`config.mk`:
```
export PLATFORM = sky130hd
export DESIGN_NAME = quad_trackball
export DESIGN_NICKNAME = d
export VERILOG_FILES = /design/src/rtl/quad_trackball.sv
export SDC_FILE = /design/constraint.sdc
export NUM_CORES = 1
export LEC_CHECK = 0
export BUFFER_PORTS_ARGS = -buffer_cell sky130_fd_sc_hd__buf_2
export CELL_PAD_IN_SITES_DETAIL_PLACEMENT = 0
export CELL_PAD_IN_SITES_GLOBAL_PLACEMENT = 1
export CORE_UTILIZATION = 45
export DETAILED_ROUTE_END_ITERATION = 10
export PLACE_DENSITY = 0.89
export SLEW_MARGIN = 20
export SYNTH_ARGS = -nofsm -noshare
export SYNTH_HDL_FRONTEND = slang
export SYNTH_SLANG_ARGS = --single-unit
```
`constraint.sdc`:
```
create_clock -name clk -period 10.55 [get_ports clk]
set_clock_uncertainty 0.15 [all_clocks]
set_input_delay 0.5275 -clock clk [delete_from_list [all_inputs] [get_ports clk]]
set_output_delay 0.5275 -clock clk [all_outputs]
set_load 0.005 [all_outputs]
```
`src/rtl/quad_trackball.sv`:
```
// quad_trackball: per-axis signed move packets -> saturating backlog -> rate-scaled quadrature A/B plus dir/step_clk, sticky overflow, busy
module quad_trackball #(
  parameter int NUM_AXES     = 2,
  parameter int COUNT_W      = 12,
  parameter int PERIOD_W     = 16,
  parameter int MIN_PERIOD   = 3000,
  parameter int FAST_THRESH  = 255,
  parameter int PERIOD_SHIFT = 4
) (
  input  logic                  clk,
  input  logic                  reset_n,
  input  logic                  delta_valid,
  input  logic [8*NUM_AXES-1:0] delta,
  input  logic [1:0]            speed,
  input  logic [NUM_AXES-1:0]   invert,
  input  logic                  clear,
  output logic [NUM_AXES-1:0]   quad_a,
  output logic [NUM_AXES-1:0]   quad_b,
  output logic [NUM_AXES-1:0]   dir,
  output logic [NUM_AXES-1:0]   step_clk,
  output logic [NUM_AXES-1:0]   overflow,
  output logic [NUM_AXES-1:0]   busy
);
  localparam int SW = COUNT_W + 2;
  localparam logic signed [SW-1:0] LIM = SW'((1 << (COUNT_W - 1)) - 1);
  for (genvar i = 0; i < NUM_AXES; i++) begin : g_axis
    logic signed [8:0] d_ext;
    logic [8:0] d_mag;
    logic [9:0] s_mag;
    logic signed [SW-1:0] s_ext, add, dec, sum;
    logic signed [COUNT_W-1:0] pend, pend_n;
    logic [COUNT_W-1:0] p_mag;
    logic [31:0] slow;
    logic [PERIOD_W-1:0] cnt, period;
    logic [1:0] idx, idx_n;
    logic step, neg, sat, qa, qb, dr, sc, ov, bz;
    assign d_ext = {delta[8*i+7], delta[8*i +: 8]};
    assign d_mag = d_ext[8] ? 9'(-d_ext) : 9'(d_ext);
    assign s_mag = speed == 2'd0 ? {3'b0, d_mag[8:2]} : speed == 2'd1 ? {2'b0, d_mag[8:1]} :
                   speed == 2'd2 ? {1'b0, d_mag} : {d_mag, 1'b0};
    assign s_ext = SW'(s_mag);
    assign add = !delta_valid ? '0 : d_ext[8] ? -s_ext : s_ext;
    assign p_mag = pend[COUNT_W-1] ? COUNT_W'(-pend) : COUNT_W'(pend);
    assign slow = 32'(p_mag) >= 32'(FAST_THRESH) ? 32'd0 : 32'(FAST_THRESH) - 32'(p_mag);
    assign period = PERIOD_W'(32'(MIN_PERIOD) + (slow << PERIOD_SHIFT));
    assign step = pend != '0 && cnt >= period && !clear;
    assign neg = pend[COUNT_W-1] ^ invert[i];
    // a step always moves the backlog one toward zero, whatever the invert setting
    assign dec = !step ? '0 : pend[COUNT_W-1] ? -SW'(1) : SW'(1);
    assign sum = SW'(pend) + add - dec;
    assign sat = sum > LIM || sum < -LIM;
    assign pend_n = clear ? '0 : sum > LIM ? COUNT_W'(LIM) : sum < -LIM ? COUNT_W'(-LIM) : COUNT_W'(sum);
    assign idx_n = neg ? idx - 2'd1 : idx + 2'd1;
    always_ff @(posedge clk or negedge reset_n)
      if (!reset_n) begin
        pend <= '0;
        cnt  <= '0;
        idx  <= '0;
        qa   <= 1'b0;
        qb   <= 1'b0;
        dr   <= 1'b0;
        sc   <= 1'b0;
        ov   <= 1'b0;
        bz   <= 1'b0;
      end else begin
        pend <= pend_n;
        cnt  <= clear || pend == '0 || step ? '0 : cnt + 1'b1;
        ov   <= clear ? 1'b0 : ov | sat;
        bz   <= pend_n != '0;
        if (step) begin
          idx <= idx_n;
          qa  <= idx_n[1] ^ idx_n[0];
          qb  <= idx_n[1];
          dr  <= neg;
          sc  <= ~sc;
        end
      end
    assign quad_a[i]   = qa;
    assign quad_b[i]   = qb;
    assign dir[i]      = dr;
    assign step_clk[i] = sc;
    assign overflow[i] = ov;
    assign busy[i]     = bz;
  end
endmodule

```
# After elaboration in Yosys (flattened, before gate mapping)
# Index checks and enable logic that the tools add are counted.
[totals]
ff_bits = 72
in_bits = 24
output_inout_bits = 12
word_cells = 106
[op_classes]
n_addsub = 20
magnitude_cmp = 8
n_eq_ne = 2
muxes = 32
bitwise_logic = 8
reduce_logical = 18
[op_table]
columns = ["op", "n"]
rows = [
  ["12-bit two-way mux", 10],
  ["14-bit two-way mux", 8],
  ["10-bit two-way mux", 6],
  ["12-bit nonzero test", 4],
  ["12-bit by 16-bit adder with 16-bit output, first input constant", 2],
  ["16-bit by 1-bit adder with 16-bit output, second input constant", 2],
  ["16-bit greater-or-equal comparator", 2],
  ["16-bit two-way mux", 2],
  ["12-bit by 14-bit adder with 14-bit output", 2],
  ["14-bit by 12-bit greater-than comparator with 1-bit output, second input constant", 2],
  ["14-bit by 12-bit less-than comparator with 1-bit output, second input constant", 2],
  ["10-bit negation with 14-bit output", 2],
  ["14-bit subtractor", 2],
  ["12-bit by 8-bit greater-or-equal comparator with 1-bit output, second input constant", 2],
  ["12-bit zero test", 2],
  ["12-bit negation", 2],
  ["8-bit by 12-bit subtractor with 12-bit output, first input constant", 2],
  ["9-bit two-way mux", 2],
  ["8-bit negation with 9-bit output", 2],
  ["1-bit logical OR", 6],
  ["2-bit by 1-bit adder with 2-bit output, second input constant", 2],
  ["1-bit logical AND", 4],
  ["2-bit two-way mux", 2],
  ["2-bit by 1-bit subtractor with 2-bit output, second input constant", 2],
  ["8 further kinds", 14],
]

# Depth between registers and ports, before layout
[logic_depth]
depth_word = 15
depth_mapped = 37
ltp_nobuf = 37

# Worst setup path after synthesis
# No wires, ideal clock.
[synth_path]
kind = "reg2reg"
start = "register g_axis[0].pend[5]"
end = "register g_axis[0].pend[5]"
setup_time_ps = 129
t_arrival_ps = 7385
required_time_ps = 10271
slack_ps = 2886
path_stages_with_launch = 33
n_path_buf = 1
period_less_slack_ps = 7664
cell_sequence = "dfrtp_1 > nor4_1 > nand4_1 > o31ai_1 > xnor2_1 > ha_1 > nand3_1 > a21oi_1 > nand2b_1 > xnor2_1 > nand2_1 > ha_1 > a21o_1 > a21oi_1 > nor2b_1 > a2111oi_0 > nand2b_1 > clkbuf_1 > inv_1 > nand2_1 > inv_1 > fa_1 > inv_1 > ha_1 > o21ai_0 > inv_1 > a2111oi_0 > o31ai_1 > a21o_1 > a21oi_1 > xnor3_2 > a21oi_4 > o21ai_1"
[synth_via]
elab_chain_len = 14
word_cells_on_any_way = 18
classes_between = "add/sub: 5; order compare: 4; mux: 6; reduce/logical: 3"
[synth_rtl]
columns = ["item", "line", "source"]
rows = [
  ["start, declared", "31", "logic signed [COUNT_W-1:0] pend, pend_n;"],
  ["start signal, assigned", "66", "pend <= pend_n;"],
  ["12-bit negation", "43", "assign p_mag = pend[COUNT_W-1] ? COUNT_W'(-pend) : COUNT_W'(pend);"],
  ["12-bit two-way mux", "43", ""],
  ["8-bit by 12-bit subtractor with 12-bit output / 12-bit by 8-bit greater-or-equal comparator with 1-bit output (equally long branches)", "44", "assign slow = 32'(p_mag) >= 32'(FAST_THRESH) ? 32'd0 : 32'(FAST_THRESH) - 32'(p_mag);"],
  ["12-bit two-way mux", "44", ""],
  ["12-bit by 16-bit adder with 16-bit output", "45", "assign period = PERIOD_W'(32'(MIN_PERIOD) + (slow << PERIOD_SHIFT));"],
  ["16-bit greater-or-equal comparator", "46", "assign step = pend != '0 && cnt >= period && !clear;"],
  ["1-bit logical AND (*) (2 in series)", "46", ""],
  ["net g_axis[0].step", "36", "logic step, neg, sat, qa, qb, dr, sc, ov, bz;"],
  ["14-bit two-way mux (*)", "49", "assign dec = !step ? '0 : pend[COUNT_W-1] ? -SW'(1) : SW'(1);"],
  ["14-bit subtractor (*)", "50", "assign sum = SW'(pend) + add - dec;"],
  ["14-bit by 12-bit less-than comparator with 1-bit output", "52", "assign pend_n = clear ? '0 : sum > LIM ? COUNT_W'(LIM) : sum < -LIM ? COUNT_W'(-LIM) : COUNT_W'(sum);"],
  ["12-bit two-way mux", "52", ""],
  ["12-bit two-way mux (*) (2 in series)", "52", ""],
  ["net g_axis[0].pend_n[5]", "31", ""],
]
# The timed path passes the listed nets; every way through them passes the cells marked *.
# A chain may end at the register's enable or synchronous reset.

# Worst setup path in the final report
[layout_path]
start = "register g_axis[0].pend[5]"
end = "register g_axis[0].pend[7]"
# Same word-level chain as after synthesis.

==> metrics.cfg <==
[setup_path]
rr_startpoint = g_axis[0].pend[5]$_DFF_PN0_
critPathArrivalTime_ps = 9070
crit_required_ps = 10580
r2r_end = g_axis[0].pend[7]$_DFF_PN0_
slowest_stage = a2111oi_0
cpMostUsedCell = inv_1
reg2reg_slack_ps = 1510
r2r.worst_path.cells = 30
critPathLaunch = g_axis[0].pend[5]$_DFF_PN0_
path_class = register to register
startpoint_type = register
max_stage_delay_ps = 820
crit_fanout = 10
endpoint_kind = register

[cells_and_area]
layout-drive-gt1-share = 0.0816
areaGrowthSynthToFinish_pct = 7.25
utilization = 0.495
antenna_cells = 0
postLayoutCellArea_um2 = 8570
finalNetCount = 1102
final_cells = 1218

[floorplan]
die_area_um2 = 18300
ioPinCount = 36
die_h_um = 135
die_w_um = 135
rows = 48
start_util = 0.462
coreArea_um2 = 17300

[place]
hpwl_mm = 13.7
preCtsSetupSlack_ps = 1460
portBuffers = 35
placed_cell_area_um2 = 8260
gp_congestion = 0.874
dp.cells = 1202

[pwr]
switching_share = 0.502
p_per_area_nw_per_um2 = 293
vdd_ir_drop_max_mv = 0.136
intPower_uw = 1250
p_leak_uw = 0.00396
p_comb_frac = 0.720
seq_power_share = 0.157
power_frac_clock = 0.123
switching_power_uw = 1260

[sta]
drv_slew = 0
slew_headroom = 0.254
fin_tns_setup_ps = 0
rsz0062_at_grt = false
fin_crit_ps = 9040
min_period_over_period = 0.857
hold_viol = 0
final-setup-viol-count = 0
fin_ws_ps = 1510
fmax_mhz = 111
worstMarginPinSlew_ps = 1090

[yosys]
async_flop_share = 1.00
synth_nets = 1093
synth_area_per_cell_um2 = 8.16
synth_top_cell_by_area = dfrtp_1
synth_edf_count = 0
synth_common_cells = 109 x inv_1, 101 x nor2_1, 70 x dfrtp_1, 66 x nand2_1, 64 x ha_1
syn_area_um2 = 7990
synth_cell_types = 82
ys.flop_type = dfrtp_1
yosys_warnings = 0
synth_seq_cells = 70
syn_inst = 979
yosysSeqAreaShare = 0.219
synth.most_common_cell = inv_1
synth_area_leaders = dfrtp_1 22%, ha_1 10%, fa_1 6.5%, xnor2_1 6.4%, inv_1 5.1%
synth_top_area_frac = 0.219

[drt]
wl_met2_mm = 7.77
drt.antenna.violating_nets = 0
via_per_inst = 5.42
num_vias = 6604
wl_per_cell_um = 14.1
met1_length_mm = 8.70
drc = 0
dr_wl_met3_um = 612
dr.max_layer_used = met4
drtIter0Drc = 231
first_pass_iters = 5
routed_wl_mm = 17.2

[grt]
first_global_vias = 6231
antenna_found_initial = 0
overflow = 0
grt_max_degree = 71
grt_pass1_wl_mm = 29.4
grt_usage = 0.197

[clocking]
cts_hold_buf = 0
cts_buffer_depth = 2
clk_latency_ps = 330
cts.sinks = 70
post_cts_resized = 0
numCtsBuffers = 9
post-cts-setup-buffer-count = 0
cts_tree = yes
htreeDepth = 3
clockRootBuffer = clkbuf_16
path_clk_slew_ps = 60

[run_status]
outcome = finished clean

[run]
drv_cap = 0

[hold_path]
hp-class = primary input to asynchronous set/reset pin

-- power by group through the flow --
stage	Sequential, uW	Combinational [uW]	Clock, uW
2_1_floorplan	372	1460	0
3_3_place_gp	395	1780	0
3_5_place_dp	397	1790	0
4_1_cts	393	1810	316
5_1_grt	402	2040	329
6_report	394	1810	310
-- logic make-up (layout without fill, tap and decap cells) --
kind of cell | count (synthesis) | in the layout | share of synthesized area
xor gates and xnor gates | 103 | 103 | 0.115
adders and majority gates | 90 | 90 | 0.165
AOI/OAI and AO/OA | 224 | 224 | 0.197
DFF | 70 | 70 | 0.219
and+or+nand+nor | 325 | 325 | 0.200
buffers and inverters | 147 | 161 | 0.0755
muxes | 20 | 20 | 0.0279
-- how the worst max path moves through the flow --
stage	to	cells after the start
finish	g_axis[0].pend[7]$_DFF_PN0_	30
global route	g_axis[0].pend[7]$_DFF_PN0_	30
CTS	g_axis[0].pend[4]$_DFF_PN0_	31
detailed placement	g_axis[0].pend[4]$_DFF_PN0_	30
global placement	g_axis[0].pend[3]$_DFF_PN0_	30
floorplan	g_axis[0].pend[5]$_DFF_PN0_	32
-- registers in the layout, summed over array words and instances, names as in the netlist --
name	flops
g_axis.cnt	32
g_axis.qa	2
g_axis.ov	2
g_axis.pend	24
g_axis.sc	2
g_axis.dr	2
g_axis.bz	2
g_axis.idx	4
-- final cells by class --
cell class                 instances  area [um^2]
clock buffer                      11          253
inverter                         110          413
timing repair buffer              35          178
clock inverter                     5         57.6
multi-input combinational        762         5640
sequential                        70         1750
fill                            1673         8730
tap                              225          282
-- metrics by stage --
step	total power (uW)	hold slack [ps]
detailed placement	2190	318
CTS	2510	197
floorplan	1840	81.9
finish	2510	146
global route	2770	234
global placement	2170	306
-- cells in the final DEF, fill, tap and decap left out, types with 6 or more instances in the layout --
master / n
inv_1: 109
nor2_1: 101
dfrtp_1: 70
nand2_1: 66
ha_1: 64
xnor2_1: 58
xor2_1: 44
nand3_1: 42
a21oi_1: 40
o21ai_0: 39
buf_2: 34
fa_1: 26
o31ai_1: 21
nor3_1: 20
nand2b_1: 19
a21o_1: 15
nor2b_1: 12
o21a_1: 12
mux2i_1: 11
a211oi_1: 11
and3_1: 11
a31oi_1: 9
o22ai_1: 9
nand4_1: 9
clkbuf_16: 9
mux2_2: 8
or2_2: 6
and2_1: 6
-- layer usage --
layer,up-vias,track usage
met5,-,0
met4,0,0.0381
met3,8,0.0243
met2,124,0.324
met1,3017,0.278
li1,3455,-
-- critical path: cells and delay by family, from the launching register on --
| kind | cells | cell delay (ps) |
|---|---|---|
| buffers and inverters | 4 | 550 |
| flip-flops | 1 | 410 |
| adder cells (fa/ha/maj) | 4 | 1290 |
| AO/OA/AOI/OAI | 12 | 3910 |
| XOR/XNOR | 3 | 740 |
| AND/OR/NAND/NOR | 7 | 1830 |
Note: power is estimated with default switching activity, not from simulation.
